## config.mk

```make
export PLATFORM = sky130hd
export DESIGN_NAME = ibus_sram_port
export DESIGN_NICKNAME = d
export VERILOG_FILES = /design/src/rtl/ibus_sram_port.sv
export SDC_FILE = /design/constraint.sdc
export NUM_CORES = 1
export LEC_CHECK = 0
export ABC_AREA = 1
export ABC_CLOCK_PERIOD_IN_PS = 5600
export BUFFER_PORTS_ARGS = -buffer_cell sky130_fd_sc_hd__buf_4
export CORE_AREA = 2 2 120 76
export DETAILED_ROUTE_END_ITERATION = 12
export DIE_AREA = 0 0 122 78
export PLACE_DENSITY = 0.9
export SYNTH_ARGS = -nofsm -noshare
export SYNTH_HDL_FRONTEND = slang
export SYNTH_SLANG_ARGS = --single-unit
```

## constraint.sdc

```tcl
create_clock -name i_clk -period 5.6 [get_ports i_clk]
set_input_delay 0.84 -clock i_clk [delete_from_list [all_inputs] [get_ports i_clk]]
set_output_delay 0.84 -clock i_clk [all_outputs]
set_load 0.1 [all_outputs]
```

## src/rtl/ibus_sram_port.sv

```systemverilog
// ibus_sram_port: request/response front end for the single-port ibus SRAM macro.
// Zero-fills the array after reset or on request, hides the macro's one-cycle read latency and
// buffers up to two read responses so a stalled consumer never loses data.
module ibus_sram_port #(
  parameter int unsigned AW = 7,
  parameter int unsigned DW = 32
) (
  input  logic          i_clk,
  input  logic          i_rst,
  input  logic          i_init_req,
  output logic          o_init_done,
  input  logic          i_req_valid,
  output logic          o_req_ready,
  input  logic          i_req_we,
  input  logic [AW-1:0] i_req_addr,
  input  logic [DW-1:0] i_req_wdata,
  input  logic [DW-1:0] i_req_wmask,
  output logic          o_rsp_valid,
  input  logic          i_rsp_ready,
  output logic [DW-1:0] o_rsp_rdata,
  output logic          o_sram_me,
  output logic          o_sram_we,
  output logic [AW-1:0] o_sram_a,
  output logic [DW-1:0] o_sram_d,
  output logic [DW-1:0] o_sram_wem,
  input  logic [DW-1:0] i_sram_q
);

  typedef enum logic [0:0] {StInit, StRun} state_e;

  state_e        r_state;
  logic [AW-1:0] r_ptr;
  logic          r_pend;
  logic [1:0]    r_cnt;
  logic          r_head;
  logic          r_tail;
  logic [DW-1:0] r_fifo [2];

  logic          w_run;
  logic [1:0]    w_occ;
  logic          w_acc;
  logic          w_push;
  logic          w_pop;
  logic          w_fifo_nonempty;

  // Credit, accept and response-buffer control; occupancy counts the in-flight read too.
  always_comb begin
    w_run           = (r_state == StRun);
    w_occ           = r_cnt + {1'b0, r_pend};
    o_req_ready     = w_run && (w_occ < 2'd2);
    w_acc           = i_req_valid && o_req_ready;
    o_init_done     = w_run;
    w_fifo_nonempty = (r_cnt != 2'd0);
    o_rsp_valid     = w_fifo_nonempty || r_pend;
    o_rsp_rdata     = w_fifo_nonempty ? r_fifo[r_head] : i_sram_q;
    w_pop           = w_fifo_nonempty && i_rsp_ready;
    // Macro data lands in the FIFO unless it leaves straight through the bypass path.
    w_push          = r_pend && !(!w_fifo_nonempty && i_rsp_ready);
  end

  // Macro drive: zero-fill sweep in INIT, pass-through of the accepted request in RUN.
  always_comb begin
    o_sram_me  = 1'b0;
    o_sram_we  = 1'b0;
    o_sram_a   = '0;
    o_sram_d   = '0;
    o_sram_wem = '0;
    if (i_rst) begin
      // Keep the macro idle while reset is held, even though the FSM already sits in INIT.
      o_sram_me = 1'b0;
    end else if (!w_run) begin
      o_sram_me  = 1'b1;
      o_sram_we  = 1'b1;
      o_sram_a   = r_ptr;
      o_sram_d   = '0;
      o_sram_wem = '1;
    end else begin
      o_sram_me  = w_acc;
      o_sram_we  = i_req_we;
      o_sram_a   = i_req_addr;
      o_sram_d   = i_req_wdata;
      o_sram_wem = i_req_wmask;
    end
  end

  // Init/run FSM with the fill address pointer.
  always_ff @(posedge i_clk or posedge i_rst) begin
    if (i_rst) begin
      r_state <= StInit;
      r_ptr   <= '0;
    end else begin
      unique case (r_state)
        StInit: begin
          r_ptr <= r_ptr + 1'b1;
          if (r_ptr == '1) begin
            r_state <= StRun;
          end
        end
        StRun: begin
          // Re-fill only when no read response could still be produced or waiting.
          if (i_init_req && !r_pend && (r_cnt == 2'd0)) begin
            r_state <= StInit;
            r_ptr   <= '0;
          end
        end
        default: begin
          r_state <= StInit;
          r_ptr   <= '0;
        end
      endcase
    end
  end

  // Read-pending flag and response FIFO pointers/occupancy.
  always_ff @(posedge i_clk or posedge i_rst) begin
    if (i_rst) begin
      r_pend <= 1'b0;
      r_cnt  <= 2'd0;
      r_head <= 1'b0;
      r_tail <= 1'b0;
    end else begin
      r_pend <= w_acc && !i_req_we;
      r_cnt  <= r_cnt + {1'b0, w_push} - {1'b0, w_pop};
      if (w_push) begin
        r_tail <= ~r_tail;
      end
      if (w_pop) begin
        r_head <= ~r_head;
      end
    end
  end

  // Response FIFO storage; contents are only meaningful below the occupancy count.
  always_ff @(posedge i_clk) begin
    if (w_push) begin
      r_fifo[r_tail] <= i_sram_q;
    end
  end

endmodule

```

* After elaboration in Yosys (flattened, before gate mapping)
Memories as Yosys holds them, arrays and structs flattened.
Cells that the tools add are included.
** Operators by class
- $add $sub $neg :: 4
- Order comparisons :: 1
- Equality and inequality tests :: 2
- Muxes and demuxes :: 18
- Bitwise logic cells :: 3
- Reduce and logical (&&, ||, !) cells :: 15
** Operator list (number)
- 32-bit 2-to-1 mux :: 5
- 7-bit 2-to-1 mux :: 3
- 7-bit case mux with 2 select lines :: 1
- 1-bit logical AND :: 8
- 1-bit 2-to-1 mux :: 8
- 7-bit by 1-bit adder with 7-bit output, second input constant :: 1
- 7-bit == test, second input constant :: 1
- 2-bit by 1-bit adder with 2-bit output :: 2
- 1-bit zero test :: 4
- 1-bit inverter :: 3
- 2-bit zero test :: 1
- 2-bit < comparator, second input constant :: 1
- 2-bit by 1-bit != test with 1-bit output, second input constant :: 1
- 1-bit case mux with 2 select lines :: 1
- 2-bit nonzero test :: 1
- 2-bit by 1-bit subtractor with 2-bit output :: 1
- 1-bit logical OR :: 1
** Storage, ports and cells
- Register bits :: 13
- Memory bits (writable) :: 64
- Bits of input ports :: 109
- Output and inout bits :: 108
- Word-level logic and storage cells :: 50
- Memories :: 1
** Memory list
- r_fifo :: depth 2, bits a word 32, read ports 1, clocked after Yosys merged registers in 0, wr ports 1, RTL line 37 : logic [DW-1:0] r_fifo [2];

* Logic depth before layout (Yosys ltp)
- Depth in word-level cells :: 7
- Mapped depth :: 8

* Least setup slack after synthesis
OpenSTA, ideal clock, no wires.
- Kind :: input to output
- Start :: in i_rst
- End :: out o_sram_a[3]
- Arrival time :: 2967 ps
- Data required time :: 4760 ps
- Path slack :: 1793 ps
- Stages on the path :: 4
- Path buffers :: 1
- Path through :: clkbuf_1 > inv_1 > o21ai_0 > a21oi_1
** Between the ends
- Longest elaborated chain between the ends :: 1
** RTL lines
- start: declaration :: RTL line 9 : input logic i_rst,
- 7-bit 2-to-1 mux :: RTL line 68 : if (i_rst) begin
- end: declaration :: RTL line 23 : output logic [AW-1:0] o_sram_a,
Every way passes these cells.

* Final worst setup path
Ends and elaborated chain as after synthesis.

==> impl_metrics.env <==
export IMPL_grt_max_degree=69
export IMPL_clock_sinks=77
export IMPL_max_cap_violations=0
export IMPL_core_sq_um=8295
export IMPL_synth_seq_cells=77
export IMPL_antenna_found_initial=0
export IMPL_yosys_warnings=0
export IMPL_num_io_pins=217
export IMPL_fin_util=0.7217
export IMPL_hp_start="r_ptr[6]"
export IMPL_initial_core_util=0.4849
export IMPL_ant_nets=0
export IMPL_synth_common_cells="nand2_1 (127), nor2_1 (116), o21ai_0 (70)"
export IMPL_crit_path_end_kind="output pin"
export IMPL_wl_per_cell_um=14.37
export IMPL_ys_seq_area_frac=0.5586
export IMPL_cts_buffer_depth=2
export IMPL_clk_pin_slew_ps=60
export IMPL_cts_tree="yes"
export IMPL_synth_top_cell_area_share=0.4778
export IMPL_synth_largest_area_cell="edfxtp_1"
export IMPL_synth_xor_area_share=0.008709
export IMPL_max_clock_freq_ghz=0.3059
export IMPL_synthAdderAreaFrac=0.006221
export IMPL_start_kind="input port"
export IMPL_grt_usage=0.2439
export IMPL_r2r_start="r_cnt[1]"
export IMPL_timing_slew_headroom=0.1805
export IMPL_grt_pass1_wl_um=18090
export IMPL_critPathKind="in -> out"
export IMPL_status="complete, no violations"
export IMPL_critPathMaxFanout=68
export IMPL_ys_types=24
export IMPL_finalSetupViolCount=0
export IMPL_grt_overflow_total=0
export IMPL_cts_buffers=9
export IMPL_dp_hpwl_um=8509
export IMPL_period_share=0.5839
export IMPL_fin_setup_tns_ps=0
export IMPL_holdCritPathClass="reg -> reg"
export IMPL_drive_above_1_share=0.3448
export IMPL_drt_iter0_markers=256
export IMPL_async_flop_share=0.1688
export IMPL_synth_ff_type="edfxtp_1"
export IMPL_crit_required_ps=4760
export IMPL_vias_per_cell=4.818
export IMPL_syn2layout_area_growth_pct=48.83
export IMPL_die_area_sq_um=9516
export IMPL_fin_crit_ps=3270
export IMPL_synthTopCellsByArea="edfxtp_1 (48%), nand2_1 (12%), nor2_1 (11%)"
export IMPL_port_buffers=216
export IMPL_fin_nets=802
export IMPL_cts_resized=0
export IMPL_synth_area_mux_share=0.002488
export IMPL_postCtsSetupBuffers=0
export IMPL_fillers=633
export IMPL_grt_pass1_vias=3731
export IMPL_syn_num_nets=605
export IMPL_yosysMostFrequentCell="nand2_1"
export IMPL_die_y_um=78
export IMPL_row_count=26
export IMPL_finClkSkew_ps=7.568
export IMPL_hold_viol_final=0
export IMPL_chipWidth_um=122
export IMPL_worst_pin_slew_ps=1226
export IMPL_startpoint="i_rst"
export IMPL_arrival_ps=2430
export IMPL_synth_top_family_by_area="simple AND/OR/NAND/NOR gates"
export IMPL_vias=3893
export IMPL_n_antenna_cell=0
export IMPL_rsz0062_at_grt="false"
export IMPL_firstDrtPassIters=5
export IMPL_cts_htree_levels=3
export IMPL_synth_edf_count=64
export IMPL_wl_um=11610
export IMPL_clock_latency_ps=320
export IMPL_drc=0
export IMPL_synthSimpleGateAreaFrac=0.2426
export IMPL_synth_compound_gate_area_share=0.09891
export IMPL_gp_routability_congestion=0.8489
export IMPL_clockRootBuffer="clkbuf_16"
export IMPL_drv_slew=0
export IMPL_syn_area_sq_um=4023
export IMPL_cts_hold_buffers=0
export IMPL_avgSynthCellArea_sq_um=8.143
export IMPL_synthCells=494
==> area by class of cell <==
class	instances	area [sq um]	area share
Clock inverter	5	100.1	0.01672
Multi-Input combinational cell	340	1464	0.2445
Inverter	46	172.7	0.02884
Timing Repair Buffer	217	1629	0.2721
Clock buffer	11	232.7	0.03887
Sequential cell	77	2248	0.3755
Tap cell	112	140.1	0.02341
==> per-stage QoR <==
step / setup slack (ps) / area [sq um] / hold slack [ps] / cells
finish: 2330 / 5987 / 524.0 / 808
CTS: 2309 / 5987 / 518.4 / 808
global route: 2097 / 5987 / 553.4 / 808
detailed placement: 2317 / 5654 / 503.6 / 792
global placement: 2397 / 5654 / 499.2 / 792
floorplan: 1793 / 4023 / 470.1 / 494
==> layer usage <==
layer  share of wire  global-route usage  vias up
met1            0.41              0.2968     1780
li1                -                   -     1964
met2            0.52              0.4218      135
met4           0.013             0.06782        0
met5               0                   0        -
met3           0.060             0.07206       14
==> final timing paths <==
kind	end	cells after the start	slack, ps
max	o_sram_a[3]	5	2330
min	r_ptr[6]	2	520
max reg2reg	r_cnt[1]	7	3250
min reg2reg	r_ptr[6]	2	520
max in group asynchronous	r_head	2	4190
min in group asynchronous	r_ptr[6]	2	940
==> sequential cells by signal, indices dropped and copies added (netlist names) <==
signal       flops
r_ptr            7
r_head           1
r_tail           1
r_fifo          64
r_pend           1
o_init_done      1
r_cnt            2
==> logic make-up (layout without fill, tap and decap cells) <==
family          count (synthesis)  in the layout
compound gates                 79             79
xor+xnor                        4              4
fa+ha+maj                       2              2
buf+inv                        77            279
flops                          77             77
mux                             1              1
simple gates                  254            254
==> worst max-delay path, stage by stage <==
cell and delay, ps:
buf_4 300, inv_1 580, o21ai_0 190, a21oi_1 170, buf_4 320
==> placed cells by master, fill, tap and decap left out, types with 2 or more instances in the layout <==
master	Yosys	final
xor2_1	3	3
inv_2	2	2
o21ai_0	70	70
buf_4	3	217
clkinv_2	0	2
clkbuf_16	0	9
nor2_1	116	114
dfrtp_1	13	12
nand2_1	127	127
inv_1	44	44
bufinv_16	0	3
ha_1	2	2
nand3_1	7	7
o21ai_1	3	3
a21oi_1	5	5
nor2_4	0	3
clkbuf_1	7	2
edfxtp_1	64	64
Power is left out: the tool's default activity adds up to more than one toggle a clock period on the data nets, which glitch-free logic cannot reach.
